[config.mk]
export PLATFORM = sky130hd
export DESIGN_NAME = trans_mutex_arbiter
export DESIGN_NICKNAME = d
export VERILOG_FILES = /design/src/rtl/trans_mutex_arbiter.sv
export SDC_FILE = /design/constraint.sdc
export NUM_CORES = 1
export LEC_CHECK = 0
export ABC_AREA = 0
export CORE_AREA = 2 2 59 72
export CTS_CLUSTER_SIZE = 30
export DETAILED_ROUTE_END_ITERATION = 16
export DIE_AREA = 0 0 61 74
export PLACE_DENSITY = 0.83
export SLEW_MARGIN = 20
export SYNTH_ARGS = -nofsm -noshare
export SYNTH_HDL_FRONTEND = slang
export SYNTH_SLANG_ARGS = --single-unit
[constraint.sdc]
create_clock -name i_clk -period 4.03 [get_ports i_clk]
set_input_delay 1.0075 -clock i_clk [delete_from_list [all_inputs] [get_ports i_clk]]
set_output_delay 1.0075 -clock i_clk [all_outputs]
set_load 0.05 [all_outputs]
[src/rtl/trans_mutex_arbiter.sv]
// Round-robin arbiter with a lockable owner that shares one do_work/work_done transactor among NUM_REQ requesters.
// Grant comes 1 cycle after req and do_work 1 cycle after grant; define TRANS_ARB_STATS_EN to add saturating done_count counters.
module trans_mutex_arbiter #(
  parameter int NUM_REQ = 4,
  parameter int OP_W    = 11,
  parameter int OWN_W   = 2,
  parameter int CNT_W   = 32
) (
  input  logic                     i_clk,
  input  logic                     i_reset,
  input  logic [NUM_REQ-1:0]       i_req,
  input  logic [NUM_REQ-1:0]       i_lock,
  input  logic [NUM_REQ*OP_W-1:0]  i_op_code_in,
  output logic [NUM_REQ-1:0]       o_grant,
  output logic [NUM_REQ-1:0]       o_done,
  output logic                     o_do_work,
  output logic [OP_W-1:0]          o_op_code,
  input  logic                     i_work_done,
  output logic                     o_busy,
`ifdef TRANS_ARB_STATS_EN
  output logic [NUM_REQ*CNT_W-1:0] o_done_count,
`endif
  output logic [OWN_W-1:0]         o_owner
);

  typedef enum logic [1:0] {IDLE, ISSUE, WAIT, HOLD} state_t;

  state_t               r_state;
  logic [NUM_REQ-1:0]   r_grant;
  logic [NUM_REQ-1:0]   r_done;
  logic                 r_do_work;
  logic [OP_W-1:0]      r_op;
  logic [OWN_W-1:0]     r_owner;
  logic [OWN_W-1:0]     r_ptr;
  logic                 r_wd_q;

  logic                 w_any;
  logic                 w_has_after;
  logic [OWN_W-1:0]     w_first;
  logic [OWN_W-1:0]     w_after;
  logic [OWN_W-1:0]     w_win;
  logic [OP_W-1:0]      w_win_op;
  logic [OP_W-1:0]      w_own_op;
  logic [NUM_REQ-1:0]   w_win_onehot;
  logic                 w_rise;

  // Round robin: lowest request above the pointer, else lowest request overall (wrap).
  always_comb begin
    w_any       = 1'b0;
    w_has_after = 1'b0;
    w_first     = '0;
    w_after     = '0;
    for (int i = NUM_REQ - 1; i >= 0; i--) begin
      if (i_req[i]) begin
        w_any   = 1'b1;
        w_first = OWN_W'(i);
        if (i > int'(r_ptr)) begin
          w_has_after = 1'b1;
          w_after     = OWN_W'(i);
        end
      end
    end
    w_win = w_has_after ? w_after : w_first;
  end

  assign w_win_op     = i_op_code_in[int'(w_win) * OP_W +: OP_W];
  assign w_own_op     = i_op_code_in[int'(r_owner) * OP_W +: OP_W];
  assign w_win_onehot = {{(NUM_REQ-1){1'b0}}, 1'b1} << w_win;
  assign w_rise       = i_work_done & ~r_wd_q;

  always_ff @(posedge i_clk) begin
    if (i_reset) begin
      r_state   <= IDLE;
      r_grant   <= '0;
      r_done    <= '0;
      r_do_work <= 1'b0;
      r_op      <= '0;
      r_owner   <= '0;
      r_ptr     <= OWN_W'(NUM_REQ - 1);
      r_wd_q    <= 1'b0;
    end else begin
      r_wd_q <= i_work_done;
      r_done <= '0;
      case (r_state)
        IDLE: begin
          if (w_any) begin
            r_grant <= w_win_onehot;
            r_owner <= w_win;
            r_ptr   <= w_win;
            r_op    <= w_win_op;
            r_state <= ISSUE;
          end
        end
        ISSUE: begin
          r_do_work <= 1'b1;
          r_state   <= WAIT;
        end
        WAIT: begin
          r_do_work <= 1'b0;
          // A level already high when the op was issued is not a completion.
          if (w_rise) begin
            r_done <= r_grant;
            if (i_lock[r_owner]) begin
              r_state <= HOLD;
            end else begin
              r_grant <= '0;
              r_state <= IDLE;
            end
          end
        end
        HOLD: begin
          if (i_req[r_owner]) begin
            r_op    <= w_own_op;
            r_state <= ISSUE;
          end else if (!i_lock[r_owner]) begin
            r_grant <= '0;
            r_state <= IDLE;
          end
        end
        default: r_state <= IDLE;
      endcase
    end
  end

  assign o_grant   = r_grant;
  assign o_done    = r_done;
  assign o_do_work = r_do_work;
  assign o_op_code = r_op;
  assign o_busy    = (r_state != IDLE);
  assign o_owner   = r_owner;

`ifdef TRANS_ARB_STATS_EN
  logic [CNT_W-1:0] r_cnt [NUM_REQ];

  for (genvar g = 0; g < NUM_REQ; g++) begin : g_cnt
    always_ff @(posedge i_clk) begin
      if (i_reset) begin
        r_cnt[g] <= '0;
      end else if (r_done[g] && (r_cnt[g] != {CNT_W{1'b1}})) begin
        r_cnt[g] <= r_cnt[g] + 1'b1;
      end
    end
    assign o_done_count[g*CNT_W +: CNT_W] = r_cnt[g];
  end
`endif

endmodule
==> reports/qor.csv, run 1 <==
stage,metric,value,unit
run_status,outcome,"complete, no violations",
worst_setup_path,required,3.02,ns
timing,slew_headroom,52.27,%
logic_synthesis,synth_top_area_share,33.33,%
flow_run,cap_violations,0,
global_route,antenna_found_initial,0,
timing,setup_viol,0,
timing,period_minus_slack,3.038,ns
final_layout,nNetsFinal,326,
power,cellPowerDensity,639.2,mW/mm^2
global_route,grt_max_degree,24,
place,placed_cells,315,
place,post-place-ws,0.7824,ns
worst_hold_path,whs_path_depth,2,
timing,slew_viol_final,0,
die,row_count,25,
worst_setup_path,reg2reg_to,o_op_code[6],
power,ir_worst_vdd,377.7,uV
place,hpwl,3619,um
final_layout,drive_gt1_share,4.151,%
clocking,clk_pin_slew,0.10,ns
clocking,cts_tree,done,
worst_setup_path,end_kind,output port,
final_layout,fin_cells,319,
logic_synthesis,netlist_area,0.001622,mm^2
timing,worst_pin_slew,0.7142,ns
place,port_buffers,77,
timing,finalSetupTns,0,ns
worst_hold_path,hold_end,o_op_code[9],
clocking,ctsHoldBuffers,0,
logic_synthesis,synthTopCellsByArea,"dfxtp_1, a221oi_1, and2_1",
clocking,cts_buffers,3,
final_layout,fill_cells,353,
global_route,grt_usage,20.59,%
timing,fin_skew,0.005529,ns
final_layout,diodes,0,
die,die_h,74,um
global_route,grt_pass1_wl,7238,um
die,die_width,61,um
clocking,ctsResizeCount,0,
logic_synthesis,ys_warn_count,0,
place,gp_congestion,0.7786,
routing,wire_per_inst,14.79,um
logic_synthesis,synth_cell_type_count,39,
worst_setup_path,reg2reg_from,r_state[0],
worst_setup_path,cp_max_fo,5,
clocking,cts.sinks,27,
final_layout,fin_util,64.33,%
die,start_util,42.15,%
clocking,clkLatencyLatePin,0.28,ns
clocking,htree_levels,1,
logic_synthesis,synthesis.nets,254,
power,p_leak,0.9031,nW
routing,drt-total-wl,4719,um
global_route,grt_pass1_vias,1646,
worst_setup_path,path_class,reg -> out,
logic_synthesis,synth_top_area_cell,dfxtp_1,
timing,timing.final.crit_share,75.37,%
routing,vias,1781,
clocking,post-cts-setup-buffer-count,0,
worst_hold_path,hp-start,o_op_code[9],
logic_synthesis,ys.flop_type,dfxtp_1,
logic_synthesis,syn_area_per_cell,8.359,um^2
logic_synthesis,synth_seq_area_share,33.33,%
timing,fin_ws,0.9924,ns
routing,via_per_inst,5.583,
logic_synthesis,syn_inst,194,
clocking,cts_buffer_depth,2,
global_route,overflow,0,
worst_setup_path,r2r_cells,6,
logic_synthesis,synth_edf_count,0,
routing,drc,0,
die,core,0.003847,mm^2
clocking,cts-root-buf,clkbuf_8,
routing,antenna_left,0,
worst_setup_path,rrSetupSlack,1.68,ns
die,dieArea,0.004514,mm^2
die,pin_count,78,
logic_synthesis,synth_most_common_cell,dfxtp_1,
routing,dr.pass1.iters,4,
final_layout,syn_to_final_growth,52.62,%
worst_setup_path,startpoint_type,register,
routing,drtIter0Drc,144,
timing,final-hold-violation-count,0,
logic_synthesis,synthArstFlopShare,0,%
logic_synthesis,synth_common_cells,"dfxtp_1, and2_1, nand2_1",
timing,max_clock_freq,329.2,MHz
worst_setup_path,critical_path_arrival,2.03,ns
worst_hold_path,hp-class,reg -> reg,
timing,grt_setup_unrepaired,no,
logic_synthesis,ys_ff_latch,27,
[layer usage]
| metal | part of all wire [%] | GRT usage (%) |
|---|---|---|
| met5 | 0 | 0 |
| met1 | 44 | 27.29 |
| met2 | 47 | 35.60 |
| met3 | 8.5 | 2.261 |
| met4 | 0.72 | 4.831 |
[critical path, cell delays in order (launching register included)]
cell and delay [ns]:
dfxtp_1 0.43, inv_1 0.11, ha_1 0.27, inv_1 0.12, clkdlybuf4s50_1 0.81
[placed cells by master, fill, tap and decap left out, types with 2 or more instances in the layout]
master	instances
dfxtp_1	27
a211oi_1	2
a21oi_1	9
nand2_1	25
ha_1	5
nor3_1	3
nand4b_1	2
nor2b_1	3
inv_1	5
nor2_1	10
buf_4	3
clkbuf_8	3
clkdlybuf4s50_1	77
and2_1	25
a221oi_1	22
o31ai_1	13
nand2b_1	6
nand3_1	2
[cells by family after synthesis]
kind of cell | after synthesis | share of synthesized area, %
compound gates | 58 | 27.78
fa+ha+maj | 5 | 3.858
buf+inv | 18 | 4.707
flops | 27 | 33.33
mux | 2 | 3.009
simple gates | 84 | 27.32
[registers in the layout (all words and copies together) (netlist names)]
| register | flops |
|---|---|
| r_state | 2 |
| o_owner | 2 |
| o_done | 4 |
| r_ptr | 2 |
| r_wd_q | 1 |
| o_op_code | 11 |
| o_grant | 4 |
| o_do_work | 1 |
[where the power goes]
| group | internal, W | switching [W] | total, W |
|---|---|---|---|
| registers | 0.000350 | 0.0000651 | 0.000415 |
| logic | 0.000383 | 0.000619 | 0.00100 |
| clock network | 0.0000727 | 0.0000926 | 0.000165 |
[cell type report]
type                            instances  area, um^2  share of cell area (%)
Clock buffer                            3       41.29                   1.668
Multi-Input combinational cell        149        1005                   40.60
Clock inverter                          1       8.758                  0.3539
Tap cell                               54       67.56                   2.730
Sequential cell                        27       540.5                   21.84
Timing Repair Buffer                   80       793.3                   32.05
Inverter                                5       18.77                  0.7583
[worst max path at each step]
stage	start	endpoint	slack [ns]	depth (start not counted)
floorplan	i_req[1]	o_op_code[0]	1.74	5
global placement	i_req[3]	o_op_code[10]	0.84	6
detailed placement	i_req[1]	o_op_code[4]	0.78	6
CTS	r_state[0]	o_busy	0.98	4
global route	i_req[1]	o_op_code[4]	0.83	6
finish	r_state[0]	o_busy	0.99	4
[per-stage QoR]
stage | hold slack (ns) | area [um^2] | power [W]
floorplan | 0.4774 | 1622 | 0.001119
global placement | 0.4337 | 2425 | 0.001402
detailed placement | 0.4413 | 2425 | 0.001424
CTS | 0.4649 | 2475 | 0.001589
global route | 0.4872 | 2475 | 0.001693
finish | 0.4613 | 2475 | 0.001582
(Power assumes the default switching activity.)
==> run 2: changes to the inputs <==
Settings changed: CORE_AREA 2 2 59 72 to 2 2 64 78, DIE_AREA 0 0 61 74 to 0 0 66 80, PLACE_DENSITY 0.83 to 0.75.
Clock period 4.03 ns to 2.6 ns, I/O delays scaled along.
==> run 2 against run 1 <==
- routed wire length rose by 1.4%
- clock-buffer cell count did not move
- clock power rose by 44%
- core utilization decreased by 8.2 points
- critical path type is now in -> reg
- critical endpoint is now o_op_code[6]
==> reports/qor.csv, run 2 (same netlist as run 1, synthesis figures left out) <==
stage,metric,value,unit
run_status,outcome,"complete, no violations",
global_route,overflow,0,
die,die_h,80,um
clocking,cts-root-buf,clkbuf_8,
place,post-place-ws,-0.05079,ns
final_layout,syn_to_final_growth,56.71,%
final_layout,final_area,0.002541,mm^2
die,start_util,35.82,%
routing,antenna_left,0,
routing,dr.pass1.iters,4,
die,dieArea,0.005280,mm^2
clocking,cts_buffer_depth,2,
place,port_buffers,77,
global_route,grt_pass1_wl,7507,um
clocking,htree_levels,1,
clocking,cts.sinks,27,
die,core,0.004527,mm^2
worst_setup_path,path_class,in -> reg,
final_layout,diodes,0,
timing,slew_viol_final,0,
routing,wire_per_inst,14.63,um
clocking,ctsResizeCount,0,
worst_setup_path,required,2.76,ns
timing,final-hold-violation-count,0,
routing,routed.top_layer,met4,
global_route,grt_usage,17.67,%
global_route,grt_max_degree,24,
worst_hold_path,whs_path_depth,2,
clocking,cts_tree,done,
power,cellPowerDensity,984.5,mW/mm^2
worst_setup_path,critical-path-top-delay-family,buffers and inverters,
final_layout,fin_cells,327,
timing,slew_headroom,57.57,%
final_layout,drive_gt1_share,5.948,%
timing,fin_skew,0.002960,ns
worst_setup_path,cp_num_buf_inv,2,
final_layout,final_common_cell,clkdlybuf4s50_1,
clocking,clkLatencyLatePin,0.27,ns
routing,wl_met2,2302,um
timing,fin_ws,0.2501,ns
timing,timing.final.crit_share,90.38,%
clocking,ctsHoldBuffers,0,
clocking,cts_buffers,3,
die,pin_count,78,
flow_run,cap_violations,0,
timing,period_minus_slack,2.350,ns
global_route,antenna_found_initial,0,
die,die_width,66,um
routing,wl_met1,2070,um
worst_setup_path,crit_path_max_incr_delay,0.57,ns
final_layout,fill_cells,423,
power,p_leak,0.9375,nW
worst_setup_path,crit_slowest_cell,clkdlybuf4s50_1,
routing,drtIter0Drc,122,
clocking,clk_pin_slew,0.09,ns
global_route,grt_pass1_vias,1669,
final_layout,multi_input_area,0.001005,mm^2
worst_setup_path,critical_path_arrival,2.51,ns
timing,max_clock_freq,425.5,MHz
routing,drc,0,
final_layout,nNetsFinal,330,
final_layout,largest_register_ff_count,11,
routing,via_per_inst,5.459,
worst_setup_path,r2r_cells,6,
power,ir_worst_vdd,586.5,uV
final_layout,final_cell_mix,"clkdlybuf4s50_1, dfxtp_1, nand2_1, and2_1, a221oi_1",
timing,setup_viol,0,
timing,worst_pin_slew,0.6350,ns
worst_setup_path,worst-path-stages,7,
worst_setup_path,cp_max_fo,22,
place,hpwl,3660,um
routing,wl_met3,387,um
place,gp_congestion,0.7240,
place,placed_cells,323,
place,post_dp_cell_area,0.002495,mm^2
worst_setup_path,path_cells,clkdlybuf4s50_1 > or3b_1 > o311ai_1 > o21ai_2 > buf_12 > a221oi_1 > o31ai_1,
clocking,post-cts-setup-buffer-count,0,
timing,grt_setup_unrepaired,no,
worst_setup_path,startpoint_type,input pin,
routing,vias,1785,
timing,finalSetupTns,0,ns
worst_setup_path,end_kind,register,
routing,drt-total-wl,4783,um
worst_hold_path,hp-class,reg -> reg,
final_layout,ff_latch_area,540.5,um^2
die,row_count,27,
[run 2: worst paths after layout]
check               startpoint           end  slack, ns
hold / removal    o_op_code[7]  o_op_code[7]       0.46
hold reg to reg   o_op_code[7]  o_op_code[7]       0.46
setup reg to reg    r_state[0]  o_op_code[6]       0.47
setup / recovery      i_req[1]  o_op_code[6]       0.25
[run 2: worst min-delay path, cell delays in order (launching register included)]
cell     delay (ns)
dfxtp_1        0.34
nand2_1        0.05
o31ai_1        0.05
[run 2: per-stage QoR]
stage / hold slack (ns) / util, % / total power [W]
after floorplan: 0.4774 / - / 0.001735
after global placement: 0.4333 / 55.11 / 0.002253
after detailed placement: 0.4391 / 55.11 / 0.002281
after CTS: 0.4626 / 56.14 / 0.002527
after global routing: 0.4911 / 56.14 / 0.002681
final: 0.4612 / 56.14 / 0.002502
[run 2: final cells by class]
cell class	instances	area share (%)
clock buffers	3	1.625
clock inverters	1	0.1969
inverters	5	0.7386
multi-input cells	149	39.54
flip-flops and latches	27	21.27
well taps	58	2.856
repair buffers	84	33.78
[run 2: routing by layer]
| metal | vias up | global-route usage (%) |
|---|---|---|
| met5 | - | 0 |
| li1 | 879 | - |
| met1 | 839 | 22.25 |
| met4 | 0 | 3.673 |
| met3 | 2 | 3.103 |
| met2 | 65 | 31.21 |
[run 2: where the power goes]
part	internal, W	switching (W)	leakage (nW)
Sequential	0.000543	0.0000971	0.222
Combinational	0.000660	0.000964	0.690
Clock	0.000107	0.000130	0.0255
==> run 3: changes to the inputs <==
Settings changed: SETUP_SLACK_MARGIN from default to 0.15.
==> results of run 3 <==
Final layout, timing and power as in run 2 (identical DEF).
